--- src/rtl/iob_uart_console_ctrl_pkg.sv ---
// Shared definitions for the UART console controller: FSM state encoding,
// byte-strobe constants and the default iob_uart register map.
package iob_uart_console_ctrl_pkg;

    typedef enum logic [3:0] {
        S_SRST = 4'd0,
        S_SCLR = 4'd1,
        S_DIV  = 4'd2,
        S_TXEN = 4'd3,
        S_RXEN = 4'd4,
        S_IDLE = 4'd5,
        S_PRX  = 4'd6,
        S_RRX  = 4'd7,
        S_PTX  = 4'd8,
        S_WTX  = 4'd9
    } state_t;

    localparam logic [3:0] WSTRB_RD = 4'b0000;
    localparam logic [3:0] WSTRB_B0 = 4'b0001;
    localparam logic [3:0] WSTRB_H0 = 4'b0011;

    localparam int A_SOFTRST_DEF = 0;
    localparam int A_DIV_DEF     = 1;
    localparam int A_TXDATA_DEF  = 2;
    localparam int A_TXEN_DEF    = 3;
    localparam int A_TXREADY_DEF = 4;
    localparam int A_RXDATA_DEF  = 5;
    localparam int A_RXEN_DEF    = 6;
    localparam int A_RXREADY_DEF = 7;

endpackage

--- src/rtl/iob_uart_console_ctrl_fifo.sv ---
// Small synchronous FIFO used for the console RX and TX byte queues.
// Push when full and pop when empty are ignored; DEPTH must be a power of 2.
module iob_uart_console_fifo #(
    parameter int W     = 8,
    parameter int DEPTH = 4
) (
    input  logic         clk,
    input  logic         rst,
    input  logic         push,
    input  logic [W-1:0] din,
    input  logic         pop,
    output logic [W-1:0] dout,
    output logic         full,
    output logic         empty
);
    localparam int PW = $clog2(DEPTH);

    logic [PW-1:0]               wptr_q, wptr_d, rptr_q, rptr_d;
    logic [PW:0]                 cnt_q, cnt_d;
    logic [DEPTH-1:0][W-1:0]     mem_q, mem_d;
    logic                        push_ok, pop_ok;

    assign full    = (cnt_q == (PW+1)'(DEPTH));
    assign empty   = (cnt_q == '0);
    assign push_ok = push && !full;
    assign pop_ok  = pop && !empty;
    assign dout    = mem_q[rptr_q];

    // Next storage, pointers (wrapping naturally mod DEPTH) and occupancy
    always_comb begin
        mem_d  = mem_q;
        wptr_d = wptr_q;
        rptr_d = rptr_q;
        if (push_ok) begin
            mem_d[wptr_q] = din;
            wptr_d        = wptr_q + 1'b1;
        end
        if (pop_ok) begin
            rptr_d = rptr_q + 1'b1;
        end
        cnt_d = cnt_q + {{PW{1'b0}}, push_ok} - {{PW{1'b0}}, pop_ok};
    end

    // FIFO state registers, emptied by reset
    always_ff @(posedge clk or negedge rst) begin
        if (!rst) begin
            mem_q  <= '0;
            wptr_q <= '0;
            rptr_q <= '0;
            cnt_q  <= '0;
        end else begin
            mem_q  <= mem_d;
            wptr_q <= wptr_d;
            rptr_q <= rptr_d;
            cnt_q  <= cnt_d;
        end
    end

endmodule

--- src/rtl/iob_uart_console_ctrl.sv ---
// Hardware console sequencer for iob_uart: runs the init writes, then
// round-robins RXREADY/TXREADY polls, moving bytes between the UART and
// local RX/TX FIFOs. Define UART_CONSOLE_CTRL_STATS_EN to add rx_cnt,
// tx_cnt and poll_cnt traffic counters.
module iob_uart_console_ctrl
    import iob_uart_console_ctrl_pkg::*;
#(
    parameter int ADDR_W     = 3,
    parameter int DATA_W     = 32,
    parameter int FIFO_DEPTH = 4,
    parameter int A_SOFTRST  = A_SOFTRST_DEF,
    parameter int A_DIV      = A_DIV_DEF,
    parameter int A_TXDATA   = A_TXDATA_DEF,
    parameter int A_TXEN     = A_TXEN_DEF,
    parameter int A_TXREADY  = A_TXREADY_DEF,
    parameter int A_RXDATA   = A_RXDATA_DEF,
    parameter int A_RXEN     = A_RXEN_DEF,
    parameter int A_RXREADY  = A_RXREADY_DEF
) (
    input  logic              clk,
    input  logic              rst,
    input  logic [15:0]       div,
    output logic              uart_valid,
    output logic [ADDR_W-1:0] uart_addr,
    output logic [DATA_W-1:0] uart_wdata,
    output logic [3:0]        uart_wstrb,
    input  logic [DATA_W-1:0] uart_rdata,
    input  logic              uart_ready,
    input  logic              tx_valid,
    input  logic [7:0]        tx_data,
    output logic              tx_ready,
    output logic              rx_valid,
    output logic [7:0]        rx_data,
    input  logic              rx_ready,
`ifdef UART_CONSOLE_CTRL_STATS_EN
    output logic [15:0]       rx_cnt,
    output logic [15:0]       tx_cnt,
    output logic [15:0]       poll_cnt,
`endif
    output logic              init_done
);
    state_t              state_q, state_d;
    logic                valid_q, valid_d;
    logic [ADDR_W-1:0]   addr_q, addr_d;
    logic [DATA_W-1:0]   wdata_q, wdata_d;
    logic [3:0]          wstrb_q, wstrb_d;
    logic                init_done_q, init_done_d;
    logic                rr_q, rr_d;      // 0: RX next on contention, 1: TX next

    logic                req_en;
    logic [ADDR_W-1:0]   req_addr;
    logic [DATA_W-1:0]   req_wdata;
    logic [3:0]          req_wstrb;
    logic                done;
    logic                rx_push, tx_pop, poll_miss;
    logic                rx_full, rx_empty, tx_full, tx_empty;
    logic [7:0]          tx_head;
    logic                unused_ok;

    assign done       = valid_q && uart_ready;
    assign uart_valid = valid_q;
    assign uart_addr  = addr_q;
    assign uart_wdata = wdata_q;
    assign uart_wstrb = wstrb_q;
    assign init_done  = init_done_q;
    assign tx_ready   = !tx_full;
    assign rx_valid   = !rx_empty;
    assign unused_ok  = ^{uart_rdata[DATA_W-1:8], poll_miss};

    iob_uart_console_fifo #(.W(8), .DEPTH(FIFO_DEPTH)) u_rx_fifo (
        .clk  (clk),
        .rst  (rst),
        .push (rx_push),
        .din  (uart_rdata[7:0]),
        .pop  (rx_valid && rx_ready),
        .dout (rx_data),
        .full (rx_full),
        .empty(rx_empty)
    );

    iob_uart_console_fifo #(.W(8), .DEPTH(FIFO_DEPTH)) u_tx_fifo (
        .clk  (clk),
        .rst  (rst),
        .push (tx_valid && tx_ready),
        .din  (tx_data),
        .pop  (tx_pop),
        .dout (tx_head),
        .full (tx_full),
        .empty(tx_empty)
    );

    // Sequencer: pick the request for this state, advance on the ready pulse,
    // and only raise a new request from an idle bus (one idle cycle minimum)
    always_comb begin
        state_d     = state_q;
        valid_d     = valid_q;
        addr_d      = addr_q;
        wdata_d     = wdata_q;
        wstrb_d     = wstrb_q;
        init_done_d = init_done_q;
        rr_d        = rr_q;
        req_en      = 1'b0;
        req_addr    = '0;
        req_wdata   = '0;
        req_wstrb   = WSTRB_RD;
        rx_push     = 1'b0;
        tx_pop      = 1'b0;
        poll_miss   = 1'b0;
        unique case (state_q)
            S_SRST: begin
                req_en = 1'b1; req_addr = ADDR_W'(A_SOFTRST);
                req_wdata = DATA_W'(1); req_wstrb = WSTRB_B0;
                if (done) state_d = S_SCLR;
            end
            S_SCLR: begin
                req_en = 1'b1; req_addr = ADDR_W'(A_SOFTRST);
                req_wdata = '0; req_wstrb = WSTRB_B0;
                if (done) state_d = S_DIV;
            end
            S_DIV: begin
                req_en = 1'b1; req_addr = ADDR_W'(A_DIV);
                req_wdata = DATA_W'(div); req_wstrb = WSTRB_H0;
                if (done) state_d = S_TXEN;
            end
            S_TXEN: begin
                req_en = 1'b1; req_addr = ADDR_W'(A_TXEN);
                req_wdata = DATA_W'(1); req_wstrb = WSTRB_B0;
                if (done) state_d = S_RXEN;
            end
            S_RXEN: begin
                req_en = 1'b1; req_addr = ADDR_W'(A_RXEN);
                req_wdata = DATA_W'(1); req_wstrb = WSTRB_B0;
                if (done) begin
                    state_d     = S_IDLE;
                    init_done_d = 1'b1;
                end
            end
            S_IDLE: begin
                // RX only polls when there is room, so a received byte always lands
                if (!rx_full && !tx_empty) begin
                    state_d = rr_q ? S_PTX : S_PRX;
                    rr_d    = !rr_q;
                end else if (!rx_full) begin
                    state_d = S_PRX;
                end else if (!tx_empty) begin
                    state_d = S_PTX;
                end
            end
            S_PRX: begin
                req_en = 1'b1; req_addr = ADDR_W'(A_RXREADY);
                if (done) begin
                    state_d   = uart_rdata[0] ? S_RRX : S_IDLE;
                    poll_miss = !uart_rdata[0];
                end
            end
            S_RRX: begin
                req_en = 1'b1; req_addr = ADDR_W'(A_RXDATA);
                if (done) begin
                    rx_push = 1'b1;
                    state_d = S_IDLE;
                end
            end
            S_PTX: begin
                req_en = 1'b1; req_addr = ADDR_W'(A_TXREADY);
                if (done) begin
                    state_d   = uart_rdata[0] ? S_WTX : S_IDLE;
                    poll_miss = !uart_rdata[0];
                end
            end
            S_WTX: begin
                req_en = 1'b1; req_addr = ADDR_W'(A_TXDATA);
                req_wdata = {{(DATA_W-8){1'b0}}, tx_head}; req_wstrb = WSTRB_B0;
                if (done) begin
                    tx_pop  = 1'b1;
                    state_d = S_IDLE;
                end
            end
            default: state_d = S_SRST;
        endcase
        if (done) begin
            valid_d = 1'b0;
            addr_d  = '0;
            wdata_d = '0;
            wstrb_d = '0;
        end else if (req_en && !valid_q) begin
            valid_d = 1'b1;
            addr_d  = req_addr;
            wdata_d = req_wdata;
            wstrb_d = req_wstrb;
        end
    end

    // Sequencer and bus request registers; reset abandons any open request
    always_ff @(posedge clk or negedge rst) begin
        if (!rst) begin
            state_q     <= S_SRST;
            valid_q     <= 1'b0;
            addr_q      <= '0;
            wdata_q     <= '0;
            wstrb_q     <= '0;
            init_done_q <= 1'b0;
            rr_q        <= 1'b0;
        end else begin
            state_q     <= state_d;
            valid_q     <= valid_d;
            addr_q      <= addr_d;
            wdata_q     <= wdata_d;
            wstrb_q     <= wstrb_d;
            init_done_q <= init_done_d;
            rr_q        <= rr_d;
        end
    end

`ifdef UART_CONSOLE_CTRL_STATS_EN
    logic [15:0] rx_cnt_q, rx_cnt_d, tx_cnt_q, tx_cnt_d, poll_cnt_q, poll_cnt_d;

    assign rx_cnt   = rx_cnt_q;
    assign tx_cnt   = tx_cnt_q;
    assign poll_cnt = poll_cnt_q;

    // Free-running 16-bit event counters
    always_comb begin
        rx_cnt_d   = rx_cnt_q + {15'd0, rx_push};
        tx_cnt_d   = tx_cnt_q + {15'd0, tx_pop};
        poll_cnt_d = poll_cnt_q + {15'd0, poll_miss};
    end

    // Counter registers
    always_ff @(posedge clk or negedge rst) begin
        if (!rst) begin
            rx_cnt_q   <= '0;
            tx_cnt_q   <= '0;
            poll_cnt_q <= '0;
        end else begin
            rx_cnt_q   <= rx_cnt_d;
            tx_cnt_q   <= tx_cnt_d;
            poll_cnt_q <= poll_cnt_d;
        end
    end
`endif

endmodule
--- config.mk ---
export PLATFORM = sky130hd
export DESIGN_NAME = iob_uart_console_ctrl
export DESIGN_NICKNAME = d
export VERILOG_FILES = /design/src/rtl/iob_uart_console_ctrl_pkg.sv /design/src/rtl/iob_uart_console_ctrl_fifo.sv /design/src/rtl/iob_uart_console_ctrl.sv
export SDC_FILE = /design/constraint.sdc
export NUM_CORES = 1
export LEC_CHECK = 0
export BUFFER_PORTS_ARGS = -buffer_cell sky130_fd_sc_hd__buf_2
export CAP_MARGIN = 10
export CORE_UTILIZATION = 35
export DETAILED_ROUTE_END_ITERATION = 8
export PLACE_DENSITY = 0.51
export SYNTH_ARGS = -nofsm -noshare
export SYNTH_HDL_FRONTEND = slang
export SYNTH_HIERARCHICAL = 1
export SYNTH_SLANG_ARGS = --single-unit
--- constraint.sdc ---
create_clock -name clk -period 3.4 [get_ports clk]
set_input_delay 0.17 -clock clk [delete_from_list [all_inputs] [get_ports clk]]
set_output_delay 0.17 -clock clk [all_outputs]
set_load 0.05 [all_outputs]
==> results.ini, run 1 <==
[placement]
gp_congestion = 0.771
place_inst = 615
hpwl_mm = 7.34
numPortBuffers = 69

[sta]
max_slew.worst_pin.slew_ns = 0.913
finalHoldViolCount = 0
setup_viol = 0
fmax_ghz = 0.362
slew_violations = 0
slew_headroom = 0.391
finalClockSkew_ns = 0.00793
setup_tns_ns = 0
rsz0062_at_grt = false
min_period_ns = 2.76
period_share = 0.813

[layout]
diodes = 0
layout-drive-gt1-share = 0.440
syn2layout_area_growth_pct = 12.5
nNetsFinal = 514
final_cells = 631

[worst_hold_path]
hold_class = input port to flip-flop
hp-start = div[15]

[logic_synthesis]
yosysTopAreaCell = dfrtp_1
yosys_warnings = 6
ys_seq_elements = 106
synth.area.top_cells = dfrtp_1 (49%), mux2_4 (18%), mux4_2 (6.6%), ha_1 (2.8%), buf_4 (2.6%)
synthDistinctLibCells = 48
syn_inst = 374
synth_top_cell_area_share = 0.487
yosysSeqAreaShare = 0.487
synthesis.area_sq_um = 5450
syn_avg_cell_area_sq_um = 14.6

[global_route]
first_global_vias = 3240
grt_max_degree = 72
grtUsageTotal = 0.143
grt_overflow = 0
grt_pass1_wl_mm = 17.4
grt_antenna_before_repair = 0

[clock_tree]
h-tree-depth = 3
clock_path_buffers = 2
cts_resized = 0
cts_sinks = 106
holdBufCountCts = 1
postCtsSetupRepairBufs = 0
cts_inserted_buffers = 9
root_buffer = clkbuf_16
cts_tree = yes
clk_pin_slew_ns = 0.07
clock_latency_ns = 0.35

[worst_setup_path]
end_kind = flip-flop
rrSetupSlack_ns = 0.64
cp.arrival_ns = 3.04
r2r_start = state_q[0]$_DFFE_PN0P_
setup.worst_path.start = state_q[0]$_DFFE_PN0P_
setup.worst_path.class = flip-flop to flip-flop
crit_fanout = 14
worst_setup_path_start_kind = flip-flop
worst_ep_required_time_ns = 3.67

[die]
die_area_sq_um = 16100
core_area_sq_um = 15200
ios = 112
start_util = 0.358
die_w_microns = 127
die_y_microns = 127
num_rows = 45

[pwr]
p_leak_uw = 0.00298
finalPower_uw = 5620
powerDensity_nw_per_um2 = 918
ir_drop_mv = 0.405

[route]
drtIter0Drc = 144
wirelength_mm = 10.7
wl_per_cell_microns = 17.0
via_count = 3085
antenna_left = 0
remaining_drc_errors = 0
via_per_inst = 4.89
first_pass_iters = 4

[status]
status = completed

[job]
maxCapViolCount = 0

## per-layer routing
metal | global-route usage | part of all wire | vias up
met5 | 0 | 0 | -
met3 | 0.0375 | 0.038 | 10
met1 | 0.186 | 0.47 | 1579
met4 | 0.0546 | 0.016 | 0
met2 | 0.228 | 0.48 | 68
li1 | - | - | 1428
## synthesized netlist by cell type (all sizes together)
| library cell | instances |
|---|---|
| dfrtp | 106 |
| mux2 | 70 |
| buf | 39 |
| inv | 17 |
| a22o | 16 |
| mux4 | 16 |
| ha | 12 |
| a21o | 8 |
| and3 | 8 |
| xnor2 | 8 |
| nor2b | 7 |
| nor3 | 7 |
| o21ai | 6 |
| a21oi | 5 |
| nand2 | 5 |
| nand2b | 5 |
| nor2 | 5 |
| nand3b | 4 |
| xor2 | 4 |
| o2bb2ai | 3 |
| fa | 2 |
| o22ai | 2 |
| or3b | 2 |
| a2111oi | 1 |
| a221o | 1 |
| a22oi | 1 |
| a32o | 1 |
| and2b | 1 |
| clkbuf | 1 |
| conb | 1 |
| mux2i | 1 |
| nor4 | 1 |
| nor4b | 1 |
| o211ai | 1 |
| o21a | 1 |
| o21bai | 1 |
| o22a | 1 |
| o31ai | 1 |
| o41ai | 1 |
| or2 | 1 |
## per-stage QoR
stage	cell area, sq um	hold slack [ns]	util	setup slack, ns
finish	6130	0.0385	0.403	0.636
global route	6130	0.0352	0.403	0.319
CTS	6130	0.0208	0.403	0.630
detailed placement	5850	0.372	0.385	0.643
global placement	5850	0.364	0.385	0.743
floorplan	5510	-0.126	-	0.473
## worst paths after layout
| kind | depth (start not counted) | end |
|---|---|---|
| hold reg to reg | 1 | rr_q$_DFFE_PN0P_ |
| max in group asynchronous | 3 | uart_wstrb[0]$_DFFE_PN0P_ |
| min in group asynchronous | 2 | uart_wdata[2]$_DFFE_PN0P_ |
| setup / recovery | 10 | u_rx_fifo/cnt_q[2]$_DFF_PN0_ |
| setup reg to reg | 10 | u_rx_fifo/cnt_q[2]$_DFF_PN0_ |
| hold / removal | 2 | uart_wdata[15]$_DFFE_PN0P_ |
## final cells by class
type                            count  area, sq um
Multi-Input combinational cell    228         2500
Timing Repair Buffer               77          410
Inverter                           17         63.8
Tap cell                          188          235
Clock inverter                      5         31.3
Clock buffer                       10          239
Sequential cell                   106         2650
Fill cell                        1446         9070
## cells by family (layout without fill, tap and decap cells)
group           Yosys count  in the layout  share of synthesized area
other cells               1             18                   0.000689
simple gates             47             47                     0.0630
flops                   106            106                      0.487
xor+xnor                 12             12                     0.0193
mux                      87             87                      0.257
fa+ha+maj                14             14                     0.0349
compound gates           50             50                     0.0712
buf+inv                  57            109                     0.0669
## cell usage in the layout, fill, tap and decap left out, drive strengths merged, types with 6 or more instances in the layout
| master | count |
|---|---|
| conb | 18 |
| and3 | 8 |
| mux2 | 70 |
| buf | 76 |
| ha | 12 |
| nor3 | 7 |
| dfrtp | 106 |
| o21ai | 6 |
| inv | 17 |
| a22o | 16 |
| nor2b | 7 |
| a21o | 8 |
| clkbuf | 10 |
| xnor2 | 8 |
| mux4 | 16 |
## where the power goes
| part | internal (uW) | switching (uW) |
|---|---|---|
| Clock | 510 | 446 |
| Sequential | 1740 | 422 |
| Combinational | 1230 | 1270 |
## worst max-delay path, cell delays in order, from the launching register on
cell	delay, ns
dfrtp_1	0.65
nand2_1	0.10
nor3_1	0.44
nand2_1	0.22
ha_1	0.34
inv_1	0.06
ha_1	0.13
inv_1	0.05
fa_1	0.37
xnor2_1	0.19
xnor2_1	0.14
## sequential cells by signal (all words and copies together) (netlist names)
| name | cells |
|---|---|
| u_tx_fifo/mem_q | 32 |
| u_tx_fifo/cnt_q | 3 |
| u_tx_fifo/wptr_q | 2 |
| u_rx_fifo/rptr_q | 2 |
| u_rx_fifo/wptr_q | 2 |
| u_rx_fifo/cnt_q | 3 |
| init_done | 1 |
| uart_valid | 1 |
| uart_addr | 3 |
| u_rx_fifo/mem_q | 32 |
| u_tx_fifo/rptr_q | 2 |
| rr_q | 1 |
| uart_wstrb | 2 |
| uart_wdata | 16 |
| state_q | 4 |
Note: power is estimated with default switching activity, not from simulation.
==> run 2, diff against run 1 <==
==> constraint.sdc (replaced) <==
create_clock -name clk -period 2.6 [get_ports clk]
set_input_delay 0.13 -clock clk [delete_from_list [all_inputs] [get_ports clk]]
set_output_delay 0.13 -clock clk [all_outputs]
set_load 0.05 [all_outputs]
==> results.ini, run 2 (same netlist as run 1, synthesis figures left out) <==
[sta]
fmax_ghz = 0.425
slew_violations = 0
setup_viol = 0
setup_tns_ns = 0
min_period_ns = 2.35
period_share = 0.905
finalClockSkew_ns = 0.00691
rsz0062_at_grt = false
slew_headroom = 0.524
finalHoldViolCount = 0
max_slew.worst_pin.slew_ns = 0.713

[worst_setup_path]
crit_fanout = 6
setup.worst_path.class = flip-flop to flip-flop
rrSetupSlack_ns = 0.25
cp.arrival_ns = 2.60
reg2reg_depth = 10
worst_setup_path_start_kind = flip-flop
end_kind = flip-flop
worst_ep_required_time_ns = 2.85

[clock_tree]
clk_pin_slew_ns = 0.07
h-tree-depth = 3
cts_resized = 0
cts_tree = yes
cts_inserted_buffers = 9
root_buffer = clkbuf_16
clock_latency_ns = 0.36
clock_path_buffers = 2
cts_sinks = 106
postCtsSetupRepairBufs = 0

[route]
remaining_drc_errors = 0
antenna_left = 0
drtIter0Drc = 113
via_count = 3163
wirelength_mm = 10.9
via_per_inst = 4.87
wl_per_cell_microns = 16.8
first_pass_iters = 4

[pwr]
clockPowerShare = 0.197
p_int_uw = 4850
ir_drop_mv = 0.537
p_leak_uw = 0.00310
switching_power_uw = 2870
combPwrFrac = 0.441
powerDensity_nw_per_um2 = 1210
p_sw_frac = 0.372
power_frac_seq = 0.362

[worst_hold_path]
hold_class = input port to flip-flop
holdPathStages = 2

[die]
die_w_microns = 127
die_area_sq_um = 16100
die_y_microns = 127
num_rows = 45
core_area_sq_um = 15200
start_util = 0.358
ios = 112

[placement]
numPortBuffers = 69
hpwl_mm = 7.46
placed_area_sq_um = 5940
gp_congestion = 0.736

[global_route]
grt_max_degree = 53
first_global_vias = 3247
grt_antenna_before_repair = 0
grt_pass1_wl_mm = 17.7
grtUsageTotal = 0.145
grt_overflow = 0

[layout]
design_area_sq_um = 6370
nNetsFinal = 532
mostFrequentLayoutCells = dfrtp_1 (105), buf_2 (68), mux2_4 (64), conb_1 (18)
syn2layout_area_growth_pct = 16.9
diodes = 0
layout-drive-gt1-share = 0.450
mostFrequentLayoutCell = dfrtp_1

[status]
status = completed

[job]
maxCapViolCount = 0

[run 2: cell types whose count changed in the layout (fill, tap and decap cells not counted), moves of 2 or more]
| cell | before | now |
|---|---|---|
| clkinv_2 | 3 | 0 |
| buf_4 | 8 | 17 |
| bufinv_16 | 0 | 2 |
| inv_6 | 0 | 2 |
| dlygate4sd3_1 | 1 | 9 |
[run 2: path summary, 6_finish.rpt]
kind	from	endpoint
worst min-delay path	tx_data[3]	u_tx_fifo/mem_q[3]$_DFFE_PN0P_
worst min register to register	rr_q$_DFFE_PN0P_	rr_q$_DFFE_PN0P_
worst max-delay path	u_tx_fifo/cnt_q[2]$_DFF_PN0_	u_tx_fifo/cnt_q[2]$_DFF_PN0_
min in group asynchronous	rst	u_rx_fifo/mem_q[4]$_DFFE_PN0P_
max in group asynchronous	rst	state_q[2]$_DFFE_PN0P_
worst max register to register	u_tx_fifo/cnt_q[2]$_DFF_PN0_	u_tx_fifo/cnt_q[2]$_DFF_PN0_
[run 2: per-stage QoR]
stage / util / hold WS [ns] / cells / worst slack, ns / power (uW)
finish: 0.419 / 0.0477 / 650 / 0.248 / 7720
global route: 0.419 / 0.0435 / 650 / 0.0627 / 8190
CTS: 0.419 / 0.0346 / 650 / 0.239 / 7810
detailed placement: 0.391 / 0.233 / 625 / 0.254 / 6240
global placement: 0.391 / 0.223 / 625 / 0.291 / 6170
floorplan: - / -0.166 / 391 / 0.00748 / 5480
[run 2: power groups by stage]
stage	clock, uW	sequential [uW]	combinational [uW]
4_1_cts	1570	2800	3430
5_1_grt	1640	2900	3660
3_3_place_gp	0	2790	3380
6_report	1520	2800	3400
3_5_place_dp	0	2820	3420
2_1_floorplan	0	2890	2590
[run 2: cell type report]
type	instances	area, sq um
Timing Repair Buffer	95	578
Multi-Input combinational cell	228	2500
Sequential cell	106	2650
Inverter	17	63.8
Tap cell	188	235
Clock inverter	6	95.1
Clock buffer	10	239
Fill cell	1399	8840
[run 2: per-layer routing]
metal | share of wire | global-route usage | vias up
li1 | - | - | 1460
met1 | 0.46 | 0.183 | 1641
met2 | 0.48 | 0.239 | 53
met3 | 0.039 | 0.0413 | 9
met4 | 0.014 | 0.0483 | 0
met5 | 0 | 0 | -
[run 2: critical path, cell delays in order, from the launching register on]
cell     delay (ns)
dfrtp_1        0.42
or3b_4         0.28
inv_1          0.06
nor2b_1        0.14
nand2_1        0.13
ha_1           0.30
inv_1          0.04
ha_1           0.18
fa_1           0.38
xor2_1         0.19
xnor2_1        0.13
[run 2: what timing repair did]
action                                 4_1_cts  5_1_grt
setup endpoints to repair                    0        0
endpoints found under the hold margin       58        0
hold buffers                                 9        0
==> run 3, diff against run 2 <==
--- a/config.mk
+++ b/config.mk
@@ -8,8 +8,10 @@
 export BUFFER_PORTS_ARGS = -buffer_cell sky130_fd_sc_hd__buf_2
 export CAP_MARGIN = 10
 export CORE_UTILIZATION = 35
+export CTS_BUF_LIST = sky130_fd_sc_hd__clkbuf_8
 export DETAILED_ROUTE_END_ITERATION = 8
 export PLACE_DENSITY = 0.51
+export RECOVER_POWER = 100
 export SYNTH_ARGS = -nofsm -noshare
 export SYNTH_HDL_FRONTEND = slang
 export SYNTH_HIERARCHICAL = 1
==> results.ini, run 3 (same netlist as run 1, synthesis figures left out) <==
[status]
status = completed

[clock_tree]
cts_inserted_buffers = 9
h-tree-depth = 3
cts_sinks = 106
cts_tree = yes
postCtsSetupRepairBufs = 0
clk_pin_slew_ns = 0.10
clock_path_buffers = 2
root_buffer = clkbuf_8
clock_latency_ns = 0.39

[route]
first_pass_iters = 5
antenna_left = 0
wl_per_cell_microns = 16.4
remaining_drc_errors = 0
via_per_inst = 4.78
via_count = 3152
drtIter0Drc = 81
wirelength_mm = 10.8

[layout]
mostFrequentLayoutCells = dfrtp_1 (105), mux2_1 (54), clkbuf_1 (38), buf_2 (35)
mostFrequentLayoutCell = dfrtp_1
layout-drive-gt1-share = 0.223
nNetsFinal = 541
final_cells = 659
syn2layout_area_growth_pct = 10.6
diodes = 0

[worst_setup_path]
r2r_start = u_rx_fifo/cnt_q[1]$_DFF_PN0_
setup.worst_path.class = flip-flop to flip-flop
cp.arrival_ns = 2.64
path_cells = or3b_4, nand2_1, ha_1, inv_1, ha_1, inv_1, fa_1, xnor2_1, xnor2_1
cpMaxStageDelayCell = dfrtp_1
cp_slowest_stage_delay_ns = 0.45
reg2reg_depth = 9
crit_fanout = 6
end_kind = flip-flop
rrSetupSlack_ns = 0.26
worst_setup_path_start_kind = flip-flop
worst_ep_required_time_ns = 2.90
crit_family = adder cells
r2r-end = u_rx_fifo/cnt_q[2]$_DFF_PN0_
path_buf_inv = 2

[die]
start_util = 0.358
die_area_sq_um = 16100
core_area_sq_um = 15200
die_y_microns = 127
num_rows = 45
ios = 112
die_w_microns = 127

[global_route]
grt_pass1_wl_mm = 17.7
grt_max_degree = 53
grt_antenna_before_repair = 0
grt_overflow = 0
grtUsageTotal = 0.145
first_global_vias = 3224

[placement]
place_inst = 625
numPortBuffers = 69
hpwl_mm = 7.46
gp_congestion = 0.736

[sta]
fmax_ghz = 0.428
rsz0062_at_grt = false
finalHoldViolCount = 0
setup_tns_ns = 0
min_period_ns = 2.34
setup_viol = 0
finalClockSkew_ns = 0.0117
period_share = 0.899
slew_headroom = 0.100
slew_violations = 0
max_slew.worst_pin.slew_ns = 1.35

[worst_hold_path]
hold_class = input port to flip-flop
hp-start = uart_rdata[3]
holdPathStages = 2
min_to = u_rx_fifo/mem_q[3]$_DFFE_PN0P_

[job]
maxCapViolCount = 0

[pwr]
finalPower_uw = 6900
powerDensity_nw_per_um2 = 1140
p_leak_uw = 0.00287
ir_drop_mv = 0.609

## run 3: cell count changes in the layout (fill, tap and decap cells not counted), sizes merged
cell         delta
buf            -41
dlygate4sd3     +9
clkbuf         +41
## run 3: worst max path at each step
| stage | start | endpoint | slack (ns) | depth (start not counted) |
|---|---|---|---|---|
| floorplan | uart_valid$_DFFE_PN0P_ | u_rx_fifo/cnt_q[2]$_DFF_PN0_ | 0.007 | 11 |
| global route | u_tx_fifo/cnt_q[2]$_DFF_PN0_ | u_tx_fifo/cnt_q[2]$_DFF_PN0_ | 0.05 | 10 |
| finish | u_rx_fifo/cnt_q[1]$_DFF_PN0_ | u_rx_fifo/cnt_q[2]$_DFF_PN0_ | 0.26 | 9 |
| detailed placement | u_tx_fifo/cnt_q[2]$_DFF_PN0_ | u_tx_fifo/cnt_q[2]$_DFF_PN0_ | 0.25 | 10 |
| global placement | u_tx_fifo/cnt_q[2]$_DFF_PN0_ | u_tx_fifo/cnt_q[2]$_DFF_PN0_ | 0.29 | 10 |
| CTS | u_tx_fifo/cnt_q[2]$_DFF_PN0_ | u_tx_fifo/cnt_q[2]$_DFF_PN0_ | 0.23 | 10 |
## run 3: area by class of cell
class / count / area [sq um]
clock buffers: 10 / 138
clock inverters: 6 / 95.1
fillers: 1489 / 9180
inverters: 17 / 63.8
multi-input cells: 228 / 2250
flip-flops and latches: 106 / 2650
well taps: 188 / 235
repair buffers: 104 / 591
## run 3: per-layer routing
metal / track usage / share of wire
met1: 0.183 / 0.46
met2: 0.238 / 0.49
met3: 0.0477 / 0.042
met4: 0.0399 / 0.0097
met5: 0 / 0
## run 3: report_power, final
group	total (uW)	internal [uW]	switching, uW	leakage [uW]
sequential	2770	2270	492	0.00135
clock	1170	579	593	0.000117
combinational	2960	1290	1670	0.00140
## run 3: metrics by stage
step                hold slack [ns]  worst slack, ns   util  cell area, sq um
CTS                         0.00209            0.234  0.415              6310
detailed placement            0.233            0.254  0.391              5940
floorplan                    -0.166          0.00748      -              5520
global route                -0.0133           0.0507  0.396              6020
finish                       0.0114            0.261  0.396              6020
global placement              0.223            0.291  0.391              5940
## run 3: repair_timing
action | CTS | global route
hold buffers | 14 | 4
endpoints found under the hold margin | 76 | 6
gates resized for setup | 0 | 0
